`src/rtl/pipe_pkg.sv`:
```
// Shared types and default widths for the in-order pipeline tracking chain.
package pipe_pkg;
    localparam int DEF_NSTAGE = 4;
    localparam int DEF_WIDTH  = 32;
    localparam int DEF_TAG_W  = 3;

    // Index width that stays at least one bit for the smallest legal chain.
    function automatic int idx_w(input int n);
        return (n > 2) ? $clog2(n) : 1;
    endfunction

    localparam int DEF_FIDX_W = idx_w(DEF_NSTAGE);

    typedef struct packed {
        logic                  v;
        logic                  we;
        logic [DEF_TAG_W-1:0]  dst;
        logic [DEF_WIDTH-1:0]  data;
    } slot_t;
endpackage

```
`src/rtl/pipe_if.sv`:
```
// Producer/consumer handshake of the tracking chain: input offer and output slot view.
interface pipe_if #(
    parameter int WIDTH = pipe_pkg::DEF_WIDTH,
    parameter int TAG_W = pipe_pkg::DEF_TAG_W
);
    logic             in_v;
    logic [WIDTH-1:0] in_data;
    logic             in_we;
    logic [TAG_W-1:0] in_dst;
    logic             in_rdy;
    logic             out_v;
    logic [WIDTH-1:0] out_data;
    logic             out_we;
    logic [TAG_W-1:0] out_dst;
    logic             out_fire;

    modport master (
        output in_v, in_data, in_we, in_dst,
        input  in_rdy, out_v, out_data, out_we, out_dst, out_fire
    );

    modport slave (
        input  in_v, in_data, in_we, in_dst,
        output in_rdy, out_v, out_data, out_we, out_dst, out_fire
    );
endinterface

```
`src/rtl/pipe_slot.sv`:
```
// One tracked slot: holds, loads from upstream, or is killed; reports a tag match.
module pipe_slot
    import pipe_pkg::*;
#(
    parameter int WIDTH = DEF_WIDTH,
    parameter int TAG_W = DEF_TAG_W
) (
    input  logic             clk,
    input  logic             rst_n,
    input  logic             hold,
    input  logic             kill,
    input  logic             ld_v,
    input  logic             ld_we,
    input  logic [TAG_W-1:0] ld_dst,
    input  logic [WIDTH-1:0] ld_data,
    input  logic [TAG_W-1:0] q_tag,
    output logic             v,
    output logic             we,
    output logic [TAG_W-1:0] dst,
    output logic [WIDTH-1:0] data,
    output logic             hit
);
    logic             v_reg;
    logic             we_reg;
    logic [TAG_W-1:0] dst_reg;
    logic [WIDTH-1:0] data_reg;

    // Kill only clears valid; the payload of a dead slot is never observed.
    always_ff @(posedge clk or negedge rst_n) begin
        if (!rst_n) begin
            v_reg    <= 1'b0;
            we_reg   <= 1'b0;
            dst_reg  <= '0;
            data_reg <= '0;
        end else begin
            if (kill)
                v_reg <= 1'b0;
            else if (!hold)
                v_reg <= ld_v;
            if (!hold) begin
                we_reg   <= ld_we;
                dst_reg  <= ld_dst;
                data_reg <= ld_data;
            end
        end
    end

    assign v    = v_reg;
    assign we   = we_reg;
    assign dst  = dst_reg;
    assign data = data_reg;
    assign hit  = v_reg & we_reg & (dst_reg == q_tag);
endmodule

```
`src/rtl/pipe_track.sv`:
```
// In-order tracking chain between decode and writeback: stall-driven hold chain,
// bubble collapse, partial flush of younger slots, occupancy and dependency lookup.
module pipe_track
    import pipe_pkg::*;
#(
    parameter  int NSTAGE = DEF_NSTAGE,
    parameter  int WIDTH  = DEF_WIDTH,
    parameter  int TAG_W  = DEF_TAG_W,
    parameter  int CNT_W  = $clog2(NSTAGE + 1),
    localparam int FIDX_W = idx_w(NSTAGE)
) (
    input  logic              clk,
    input  logic              rst_n,
    pipe_if.slave             io,
    input  logic [NSTAGE-1:0] stage_stall,
    input  logic              flush,
    input  logic [FIDX_W-1:0] flush_idx,
    input  logic [TAG_W-1:0]  q_tag,
    output logic              dep_hit,
    output logic [NSTAGE-1:0] slot_v,
    output logic [CNT_W-1:0]  occ
);
    logic [NSTAGE-1:0] v;
    logic [NSTAGE-1:0] we;
    logic [NSTAGE-1:0] hit;
    logic [NSTAGE-1:0] kill;
    logic [NSTAGE:0]   hold;
    logic [NSTAGE-1:0] ld_v;
    logic [NSTAGE-1:0] ld_we;
    logic [TAG_W-1:0]  ld_dst  [NSTAGE];
    logic [WIDTH-1:0]  ld_data [NSTAGE];
    logic [TAG_W-1:0]  dst     [NSTAGE];
    logic [WIDTH-1:0]  data    [NSTAGE];
    logic [CNT_W-1:0]  kill_cnt;
    logic [CNT_W-1:0]  occ_reg;
    logic [CNT_W-1:0]  occ_next;
    logic              in_accept;
    logic              out_fire;

    // Only a valid slot can hold, so empty slots keep absorbing from upstream.
    always_comb begin
        hold = '0;
        for (int k = NSTAGE - 1; k >= 0; k--)
            hold[k] = v[k] & (stage_stall[k] | hold[k+1]);
    end

    always_comb begin
        kill     = '0;
        kill_cnt = '0;
        for (int k = 0; k < NSTAGE; k++) begin
            kill[k]  = flush & (k < int'(flush_idx));
            kill_cnt = kill_cnt + CNT_W'(v[k] & kill[k]);
        end
    end

    genvar gi;
    generate
        for (gi = 0; gi < NSTAGE; gi++) begin : g_slot
            if (gi == 0) begin : g_head
                assign ld_v[gi]    = io.in_v & ~flush;
                assign ld_we[gi]   = io.in_we;
                assign ld_dst[gi]  = io.in_dst;
                assign ld_data[gi] = io.in_data;
            end else begin : g_body
                // A held or killed upstream slot hands down a bubble.
                assign ld_v[gi]    = v[gi-1] & ~hold[gi-1] & ~kill[gi-1];
                assign ld_we[gi]   = we[gi-1];
                assign ld_dst[gi]  = dst[gi-1];
                assign ld_data[gi] = data[gi-1];
            end

            pipe_slot #(
                .WIDTH (WIDTH),
                .TAG_W (TAG_W)
            ) u_slot (
                .clk     (clk),
                .rst_n   (rst_n),
                .hold    (hold[gi]),
                .kill    (kill[gi]),
                .ld_v    (ld_v[gi]),
                .ld_we   (ld_we[gi]),
                .ld_dst  (ld_dst[gi]),
                .ld_data (ld_data[gi]),
                .q_tag   (q_tag),
                .v       (v[gi]),
                .we      (we[gi]),
                .dst     (dst[gi]),
                .data    (data[gi]),
                .hit     (hit[gi])
            );
        end
    endgenerate

    assign in_accept = io.in_v & ~hold[0] & ~flush;
    assign out_fire  = v[NSTAGE-1] & ~stage_stall[NSTAGE-1];
    assign occ_next  = occ_reg + CNT_W'(in_accept) - CNT_W'(out_fire) - kill_cnt;

    always_ff @(posedge clk or negedge rst_n) begin
        if (!rst_n)
            occ_reg <= '0;
        else
            occ_reg <= occ_next;
    end

    // A flushed input is still consumed so the producer does not replay it.
    assign io.in_rdy   = ~hold[0] | flush;
    assign io.out_v    = v[NSTAGE-1];
    assign io.out_we   = we[NSTAGE-1];
    assign io.out_dst  = dst[NSTAGE-1];
    assign io.out_data = data[NSTAGE-1];
    assign io.out_fire = out_fire;

    assign dep_hit = |hit;
    assign slot_v  = v;
    assign occ     = occ_reg;
endmodule
```
`src/flat_wrapper.sv`:
```
// flat-port wrapper written by rule: the top's interface ports become plain ports
module pipe_track_flat import pipe_pkg::*;
#(
    parameter  int NSTAGE = DEF_NSTAGE,
    parameter  int WIDTH  = DEF_WIDTH,
    parameter  int TAG_W  = DEF_TAG_W,
    parameter  int CNT_W  = $clog2(NSTAGE + 1),
    localparam int FIDX_W = idx_w(NSTAGE)
)
  (clk, rst_n, stage_stall, flush, flush_idx, q_tag, dep_hit, slot_v, occ, io_in_v, io_in_data, io_in_we, io_in_dst, io_in_rdy, io_out_v, io_out_data, io_out_we, io_out_dst, io_out_fire);
  pipe_if #(.WIDTH(WIDTH), .TAG_W(TAG_W)) io_i ();
  input  logic clk;
  input  logic rst_n;
  input  logic [NSTAGE-1:0] stage_stall;
  input  logic flush;
  input  logic [FIDX_W-1:0] flush_idx;
  input  logic [TAG_W-1:0] q_tag;
  output logic dep_hit;
  output logic [NSTAGE-1:0] slot_v;
  output logic [CNT_W-1:0] occ;
  input wire logic [$bits(io_i.in_v)-1:0] io_in_v;
  input wire logic [$bits(io_i.in_data)-1:0] io_in_data;
  input wire logic [$bits(io_i.in_we)-1:0] io_in_we;
  input wire logic [$bits(io_i.in_dst)-1:0] io_in_dst;
  output wire logic [$bits(io_i.in_rdy)-1:0] io_in_rdy;
  output wire logic [$bits(io_i.out_v)-1:0] io_out_v;
  output wire logic [$bits(io_i.out_data)-1:0] io_out_data;
  output wire logic [$bits(io_i.out_we)-1:0] io_out_we;
  output wire logic [$bits(io_i.out_dst)-1:0] io_out_dst;
  output wire logic [$bits(io_i.out_fire)-1:0] io_out_fire;
  assign io_i.in_v = io_in_v;
  assign io_i.in_data = io_in_data;
  assign io_i.in_we = io_in_we;
  assign io_i.in_dst = io_in_dst;
  assign io_in_rdy = io_i.in_rdy;
  assign io_out_v = io_i.out_v;
  assign io_out_data = io_i.out_data;
  assign io_out_we = io_i.out_we;
  assign io_out_dst = io_i.out_dst;
  assign io_out_fire = io_i.out_fire;
  pipe_track #(.NSTAGE(NSTAGE), .WIDTH(WIDTH), .TAG_W(TAG_W), .CNT_W(CNT_W)) u_core (.clk(clk), .rst_n(rst_n), .io(io_i), .stage_stall(stage_stall), .flush(flush), .flush_idx(flush_idx), .q_tag(q_tag), .dep_hit(dep_hit), .slot_v(slot_v), .occ(occ));
endmodule
```
`config.mk`:
```
export PLATFORM = sky130hd
export DESIGN_NAME = pipe_track_flat
export DESIGN_NICKNAME = d
export VERILOG_FILES = /design/src/rtl/pipe_pkg.sv /design/src/rtl/pipe_if.sv /design/src/rtl/pipe_slot.sv /design/src/rtl/pipe_track.sv /design/src/flat_wrapper.sv
export SDC_FILE = /design/constraint.sdc
export NUM_CORES = 1
export LEC_CHECK = 0
export BUFFER_PORTS_ARGS = -buffer_cell sky130_fd_sc_hd__clkbuf_2
export CORE_ASPECT_RATIO = 0.9
export CORE_MARGIN = 5
export CORE_UTILIZATION = 55
export DETAILED_ROUTE_END_ITERATION = 12
export PLACE_DENSITY = 0.73
export SLEW_MARGIN = 20
export SYNTH_ARGS = -nofsm -noshare
export SYNTH_HDL_FRONTEND = slang
export SYNTH_HIERARCHICAL = 1
export SYNTH_SLANG_ARGS = --single-unit
export TNS_END_PERCENT = 5
```
`constraint.sdc`:
```
create_clock -name clk -period 3 [get_ports clk]
set_input_delay 0 -clock clk [delete_from_list [all_inputs] [get_ports clk]]
set_output_delay 0 -clock clk [all_outputs]
set_load 0.01 [all_outputs]
```
==> out/qor.yml, run 1 <==
status: "completed"
clkSlewWorstSetupHoldPaths_ps: 60
yosysSeqAreaShare: 0.569
fin_ws_ps: 377
grt_max_degree: 92
synth_cell_types: 29
setup_viol: 0
htreeDepth: 4
post-synth-top-area-cell: "dfrtp_1"
worstMarginPinSlew_ps: 792
syn_area_per_cell_um2: 17.5
reg2reg_slack_ps: 380
syn_nets: 433
hp-start: "stage_stall[2]"
grt_pass1_vias: 3873
power_density_nw_per_um2: 625
layout.nets: 582
grt_use_total: 0.177
drt_wl_total_mm: 11.7
cts-root-buf: "clkbuf_16"
insertion_delay_ps: 420
cts_setup_buffers: 0
hold_violations: 0
first_pass_iters: 4
fin_util: 0.686
tns_ps: 0
syn_inst: 379
worstPathCellList: "a21oi_2 -> o211ai_4 -> nand2b_1 -> fa_1 -> inv_1 -> ha_1 -> fa_1 -> xnor2_1 -> xnor2_1"
clock_skew_ps: 7.08
cts_made_buffers: 17
portBuffers: 95
cts_tree: "built"
ant_nets: 0
io_pins: 96
critPathRequiredTime_ps: 3340
placed_cells: 625
finalNonFillerCells: 701
peakVddDrop_mv: 0.515
whs_path_depth: 6
r2r-start: "u_core/g_slot[3].u_slot/v"
fin_crit_ps: 2620
drv_slew: 0
hold_end: "u_core/g_slot[3].u_slot/v"
crit_path_max_fanout: 8
hpwlAfterDp_mm: 7.45
vias_per_cell: 5.00
yosysMostFrequentCell: "dfrtp_1"
overflow: 0
drv_cap: 0
grt_pass1_wl_mm: 20.0
crit_slowest_cell: "fa_1"
rsz0062_at_grt: "no"
num_vias: 3506
die_h_um: 114
antenna_found_initial: 0
critPathLaunchType: "flop"
initial_core_util: 0.557
post_drt_wl_per_cell_um: 16.6
rr_endpoint: "u_core/occ[2]"
placed_area_um2: 7130
final_area_um2: 8190
die_area_um2: 14400
synth_area_um2: 6640
worst-setup-path-type: "flop to flop"
rows: 38
fp.coreArea_um2: 11900
hp-class: "primary input to flop"
area_delta_synth_final_pct: 23.2
endpoint_kind: "flop"
synthFlopType: "dfrtp_1"
synth_seq_cells: 151
largest_reg_flops: 128
dp_worst_setup_slack_ps: 394
worstPathArrival_ps: 2960
yosys_warnings: 6
drcViolationCount: 0
async_flop_share: 1.00
max_stage_delay_ps: 480
ctsHoldBuffers: 44
leakagePower_nw: 3.81
slew_headroom: 0.472
post_cts_resized: 0
synth_common_cells: "151 x dfrtp_1, 116 x mux2_4, 28 x mux2_2"
worst-r2r-cell-count: 9
yosysTopAreaCellShare: 0.569
fp.dieW_um: 126
fin_crit_sh: 0.874
clk_path_buf_depth: 2
gp_congestion: 0.805
diodes: 0
drt_iter0_drc: 213
yosys-top-cells-area: "dfrtp_1 57%, mux2_4 26%, mux2_2 4.7%"
final_layout_size_suffix_gt1_frac: 0.527
cts_sinks: 151
synth-edff-count: 0
max_freq_mhz: 381
per-stage QoR:
step                hold WS, ps  power (mW)
floorplan                  -296        2.70
global placement            121        2.89
detailed placement          127        2.92
CTS                        62.1        5.18
global route                107        5.34
finish                     97.7        5.11
report_power, final:
part / internal [mW] / switching [mW]
combinational: 0.358 / 0.238
sequential: 2.21 / 0.111
clock: 1.41 / 0.780
metal layers:
metal  global-route usage  vias up  wire [µm]
li1                     -     1625          -
met2                0.279       90       5510
met5                    0        -          0
met1                0.229     1761       5270
met3               0.0490       30        560
met4               0.0858        0        323
layout by cell type, fill, tap and decap left out, drive strengths merged, types with 5 or more instances in the layout:
cell type,count
mux2,144
clkbuf,118
nand2,6
dlygate4sd3,44
nor2,6
inv,5
dfrtp,151
buf,9
xor2,12
worst max-delay path: cells and delay by family (launching register included):
kind / cells / cell delay, ps
adders and majority gates: 3 / 1090
buffers and inverters: 1 / 50
AOI/OAI and AO/OA: 2 / 440
xor gates and xnor gates: 2 / 330
and+or+nand+nor: 1 / 170
DFF: 1 / 470
how the worst max path moves through the flow:
stage	startpoint	endpoint	slack (ps)	cells after the start
3_3_place_gp	u_core/g_slot[3].u_slot/v	u_core/occ[2]	440	9
5_1_grt	u_core/g_slot[3].u_slot/v	u_core/occ[2]	220	9
6_report	u_core/g_slot[3].u_slot/v	u_core/occ[2]	380	9
4_1_cts	u_core/g_slot[3].u_slot/v	u_core/occ[2]	360	9
2_1_floorplan	u_core/g_slot[3].u_slot/v	u_core/occ[2]	530	9
3_5_place_dp	u_core/g_slot[3].u_slot/v	u_core/occ[2]	390	9
cell families after synthesis:
logic type      synth area share
other cells             0.000565
mux                        0.316
compound gates           0.00697
simple gates              0.0284
buf+inv                   0.0469
fa+ha+maj                 0.0128
xor+xnor                  0.0198
flops                      0.569
cell type report:
type / count / area, µm²
flip-flops and latches: 151 / 3780
fillers: 809 / 3750
multi-input cells: 206 / 2570
repair buffers: 147 / 995
clock buffers: 24 / 502
well taps: 160 / 200
clock inverters: 8 / 118
inverters: 5 / 18.8
(Power assumes the default switching activity.)
==> run 2: changes to the inputs <==
--- a/config.mk
+++ b/config.mk
@@ -10,6 +10,7 @@
 export CORE_MARGIN = 5
 export CORE_UTILIZATION = 55
 export DETAILED_ROUTE_END_ITERATION = 12
+export HOLD_SLACK_MARGIN = 0.12
 export PLACE_DENSITY = 0.73
 export SLEW_MARGIN = 20
 export SYNTH_ARGS = -nofsm -noshare
==> run 2 against run 1 <==
Combinational power is essentially flat. Critical path depth did not move. Sequential share of layout area decreased by 0.11 points. Via count up 0.17%. Critical path type unchanged. Critical endpoint unchanged.
==> out/qor.yml, run 2 (synthesis gave the netlist of run 1 again) <==
layout.nets: 584  # +0.34%
antenna_found_initial: 0  # unchanged
rsz0062_at_grt: "no"
clk_path_buf_depth: 2  # unchanged
first_pass_iters: 4  # unchanged
final_layout_size_suffix_gt1_frac: 0.525  # -0.00194
swShare: 0.221  # about the same
overflow: 0  # unchanged
critPathLaunchType: "flop"
critPathRequiredTime_ps: 3340  # about the same
clock_skew_ps: 7.34  # +0.264 ps
grt_pass1_vias: 3900  # +0.70%
grt_use_total: 0.177  # +0.000203
intPower_mw: 3.99  # about the same
crit_path_max_fanout: 8  # unchanged
slew_headroom: 0.470  # -0.00181
fin_crit_sh: 0.873  # -0.00119
leakagePower_nw: 3.82  # +0.27%
power_density_nw_per_um2: 623  # -0.23%
vias_per_cell: 5.00  # -0.11%
hp-class: "primary input to flop"
setup_viol: 0  # unchanged
io_pins: 96  # unchanged
insertion_delay_ps: 420  # about the same
fin_crit_ps: 2620  # -3.58 ps
area_delta_synth_final_pct: 23.5
post_cts_resized: 0  # unchanged
dp_worst_setup_slack_ps: 394  # unchanged
grt_max_degree: 92  # unchanged
htreeDepth: 4  # unchanged
cts-root-buf: "clkbuf_16"
final_cell_mix: "151 x dfrtp_1, 116 x mux2_4, 94 x clkbuf_2"
cts_setup_buffers: 0  # unchanged
worstPathArrival_ps: 2960  # about the same
drt_wl_total_mm: 11.7  # +0.20%
worst-setup-path-type: "flop to flop"
gp_congestion: 0.805  # unchanged
layout_commonest_cell: "dfrtp_1"
cts_tree: "built"
endpoint_kind: "flop"
hold_violations: 0  # unchanged
largest_reg_flops: 128  # unchanged
peakVddDrop_mv: 0.515  # about the same
max_freq_mhz: 382  # +0.14%
clkSlewWorstSetupHoldPaths_ps: 60  # about the same
hpwlAfterDp_mm: 7.45  # unchanged
status: "completed"
diodes: 0  # unchanged
fp.dieW_um: 126  # unchanged
fin_ws_ps: 380  # +3.58 ps
drcViolationCount: 0  # unchanged
ctsHoldBuffers: 46  # +4.5%
post_drt_wl_per_cell_um: 16.6  # about the same
drv_slew: 0  # unchanged
clkPwrFrac: 0.428  # about the same
grt_pass1_wl_mm: 20.0  # +0.14%
cts_made_buffers: 17  # unchanged
initial_core_util: 0.557  # unchanged
drv_cap: 0  # unchanged
tns_ps: 0  # unchanged
combPwrFrac: 0.117  # about the same
num_vias: 3512  # +0.17%
p_sw_mw: 1.13  # about the same
fillCellCount: 810  # +0.12%
worstMarginPinSlew_ps: 794  # +2.72 ps
fp.coreArea_um2: 11900  # unchanged
seqPwrFrac: 0.455  # about the same
ant_nets: 0  # unchanged
die_h_um: 114  # unchanged
cts_sinks: 151  # unchanged
rows: 38  # unchanged
portBuffers: 95  # unchanged
fin_util: 0.688  # +0.00168
drt_iter0_drc: 184  # -14%
hold_ws_ps: 146  # +48.4 ps
die_area_um2: 14400  # unchanged
run 2: changes by cell type in the layout (fill, tap and decap cells not counted):
cell,previous run,this run
dlygate4sd3_1,44,46
run 2: worst paths after layout:
kind,cells past startpoint,from,slack [ps],to
setup reg to reg,9,u_core/g_slot[3].u_slot/v,380,u_core/occ[2]
max in group asynchronous,3,rst_n,1820,u_core/g_slot[3].u_slot/data[9]
setup / recovery,9,u_core/g_slot[3].u_slot/v,380,u_core/occ[2]
hold / removal,6,stage_stall[3],150,u_core/g_slot[3].u_slot/v
min in group asynchronous,2,rst_n,220,u_core/g_slot[3].u_slot/data[23]
hold reg to reg,1,u_core/g_slot[2].u_slot/data[29],500,u_core/g_slot[3].u_slot/data[29]
run 2: critical path: stages (launching register included):
cell      delay, ps
dfrtp_1         460
a21oi_2         320
o211ai_4        120
nand2b_1        170
fa_1            480
inv_1            50
ha_1            200
fa_1            410
xnor2_1         200
xnor2_1         130
run 2: area by class of cell:
cell class / count / area [µm²] / share of cell area
Tap cell: 160 / 200 / 0.0244
Clock buffer: 24 / 502 / 0.0611
Inverter: 5 / 18.8 / 0.00229
Multi-Input combinational cell: 206 / 2570 / 0.314
Timing Repair Buffer: 149 / 1010 / 0.124
Clock inverter: 8 / 118 / 0.0143
Sequential cell: 151 / 3780 / 0.460
run 2: power groups by stage:
stage                     sequential [mW]  clock, mW  combinational [mW]
after floorplan                      2.36          0               0.345
after global placement               2.35          0               0.538
after detailed placement             2.36          0               0.561
after CTS                            2.33       2.24               0.610
after global routing                 2.35       2.34               0.662
final                                2.33       2.19               0.598
run 2: routing by layer:
layer / track usage / vias to the layer above / wire length, µm / part of all wire
li1: - / 1627 / - / -
met1: 0.229 / 1768 / 5240 / 0.45
met2: 0.280 / 89 / 5570 / 0.48
met3: 0.0490 / 28 / 574 / 0.049
met4: 0.0836 / 0 / 310 / 0.027
met5: 0 / - / 0 / 0
run 2: through the flow:
step	power, mW	instances	area (µm²)
2_1_floorplan	2.70	379	6640
3_3_place_gp	2.89	625	7130
3_5_place_dp	2.92	625	7130
4_1_cts	5.18	703	8210
5_1_grt	5.35	703	8210
6_report	5.12	703	8210
==> run 3: changes to the inputs <==
--- a/config.mk
+++ b/config.mk
@@ -11,7 +11,7 @@
 export CORE_UTILIZATION = 55
 export DETAILED_ROUTE_END_ITERATION = 12
 export HOLD_SLACK_MARGIN = 0.12
-export PLACE_DENSITY = 0.73
+export PLACE_DENSITY = 0.77
 export SLEW_MARGIN = 20
 export SYNTH_ARGS = -nofsm -noshare
 export SYNTH_HDL_FRONTEND = slang
==> run 3 against run 2 <==
Power up 5.7%. Largest power group is now clock. Sequential share of layout area fell by 0.56 points. Clock-buffer cell count decreased by 4. Global-route usage increased by 0.88 points.
==> out/qor.yml, run 3 (synthesis gave the netlist of run 1 again) <==
status: "completed"
area_delta_synth_final_pct: 25.1
ant_nets: 0  # unchanged
p_sw_mw: 1.17  # +3.4%
critPathLaunch: "u_core/g_slot[3].u_slot/v"
io_pins: 96  # unchanged
leakagePower_nw: 3.84  # +0.70%
reg2reg_slack_ps: 330  # -50 ps
cts_setup_buffers: 0  # unchanged
grt_pass1_wl_mm: 20.8  # +3.7%
post_drt_wl_per_cell_um: 17.4  # +4.4%
cts_tree: "built"
num_vias: 3570  # +1.7%
die_h_um: 114  # unchanged
fin_crit_sh: 0.891  # +0.0181
swShare: 0.216  # -0.00482
first_pass_iters: 4  # unchanged
critPathLaunchType: "flop"
drt_wl_total_mm: 12.2  # +4.4%
clock_skew_ps: 8.85  # +1.51 ps
grt_max_degree: 81  # -12%
largest_reg_flops: 128  # unchanged
combPwrFrac: 0.111  # -0.006
drcViolationCount: 0  # unchanged
worst-r2r-cell-count: 9  # unchanged
hold_ws_ps: 189  # +42.6 ps
max_stage_delay_ps: 490  # about the same
die_area_um2: 14400  # unchanged
power_density_nw_per_um2: 651  # +4.4%
cts_sinks: 151  # unchanged
rr_endpoint: "u_core/occ[2]"
worstPathCellList: "a21oi_2 -> o211ai_4 -> nand2b_1 -> fa_1 -> inv_1 -> ha_1 -> fa_1 -> xnor2_1 -> xnor2_1"
overflow: 0  # unchanged
post_cts_resized: 0  # unchanged
drt_iter0_drc: 252  # +37%
crit_slowest_cell: "fa_1"
fp.coreArea_um2: 11900  # unchanged
worstMarginPinSlew_ps: 743  # -51.8 ps
hp-class: "primary input to async pin"
initial_core_util: 0.557  # unchanged
final_layout_size_suffix_gt1_frac: 0.523  # -0.00184
diodes: 0  # unchanged
slew_headroom: 0.505  # +0.0345
drv_cap: 0  # unchanged
worstPathArrival_ps: 3020  # +60 ps
drv_slew: 0  # unchanged
hpwlAfterDp_mm: 7.69  # +3.2%
crit_path_max_fanout: 8  # unchanged
antenna_found_initial: 0  # unchanged
vias_per_cell: 5.08  # +1.7%
worst-setup-path-type: "flop to flop"
clkPwrFrac: 0.459  # +0.031
max_freq_mhz: 374  # -2.0%
grt_use_total: 0.186  # +0.00876
hold_violations: 0  # unchanged
insertion_delay_ps: 420  # about the same
cts-root-buf: "clkbuf_16"
gp_congestion: 0.832  # +3.4%
fp.dieW_um: 126  # unchanged
layout_commonest_cell: "dfrtp_1"
rows: 38  # unchanged
ctsHoldBuffers: 47  # +2.2%
tns_ps: 0  # unchanged
peakVddDrop_mv: 0.352  # -32%
rsz0062_at_grt: "no"
intPower_mw: 4.24  # +6.4%
endpoint_kind: "flop"
grt_pass1_vias: 3961  # +1.6%
seqPwrFrac: 0.430  # -0.025
cts_made_buffers: 17  # unchanged
setup_viol: 0  # unchanged
portBuffers: 95  # unchanged
clk_path_buf_depth: 2  # unchanged
critPathRequiredTime_ps: 3340  # about the same
layout.nets: 584  # unchanged
clkSlewWorstSetupHoldPaths_ps: 60  # about the same
htreeDepth: 4  # unchanged
final_cell_mix: "151 x dfrtp_1, 116 x mux2_4, 94 x clkbuf_2"
r2r-start: "u_core/g_slot[3].u_slot/v"
fin_crit_ps: 2670  # +54.3 ps
[run 3: cell count changes in the layout (fill, tap and decap cells not counted)]
cell	delta
dlygate4sd3_1	+1
bufinv_16	+4
buf_4	-3
buf_12	+2
clkinvlp_4	+2
clkinv_2	-3
inv_6	+1
clkbuf_8	-4
[run 3: critical path: cells and delay by family (launching register included)]
kind            cells  cell delay (ps)
simple gates        1              160
xor+xnor            2              330
fa+ha+maj           3             1110
compound gates      2              460
flops               1              470
buf+inv             1               50
[run 3: through the flow]
| stage | total power [mW] | setup WS (ps) | instances | cell area (µm²) | utilization |
|---|---|---|---|---|---|
| global placement | 2.89 | 440 | 624 | 7140 | 0.599 |
| CTS | 5.47 | 329 | 703 | 8310 | 0.696 |
| global route | 5.62 | 224 | 703 | 8310 | 0.696 |
| floorplan | 2.70 | 530 | 379 | 6640 | - |
| detailed placement | 2.93 | 350 | 624 | 7140 | 0.599 |
| finish | 5.41 | 326 | 703 | 8310 | 0.696 |
[run 3: routing by layer]
metal / GRT usage / part of all wire / up-vias
li1: - / - / 1632
met1: 0.233 / 0.44 / 1819
met2: 0.300 / 0.50 / 96
met3: 0.0602 / 0.044 / 23
met4: 0.0779 / 0.022 / 0
met5: 0 / 0 / -
[run 3: how the worst max path moves through the flow]
stage | cells past startpoint | slack (ps) | end
final | 9 | 330 | u_core/occ[2]
after global routing | 9 | 220 | u_core/occ[2]
after floorplan | 9 | 530 | u_core/occ[2]
after CTS | 9 | 330 | u_core/occ[2]
after global placement | 9 | 440 | u_core/occ[2]
after detailed placement | 9 | 350 | u_core/occ[2]
[run 3: final cells by class]
cell class                      count  area (µm²)
Tap cell                          160         200
Timing Repair Buffer              149        1040
Fill cell                         784        3630
Sequential cell                   151        3780
Clock buffer                       20         447
Clock inverter                     12         246
Inverter                            5        18.8
Multi-Input combinational cell    206        2570
[run 3: power by group through the flow]
stage	Sequential, mW	Combinational (mW)	Clock [mW]
floorplan	2.36	0.345	0
global placement	2.35	0.539	0
detailed placement	2.36	0.564	0
CTS	2.33	0.615	2.52
global route	2.35	0.660	2.60
finish	2.33	0.602	2.48
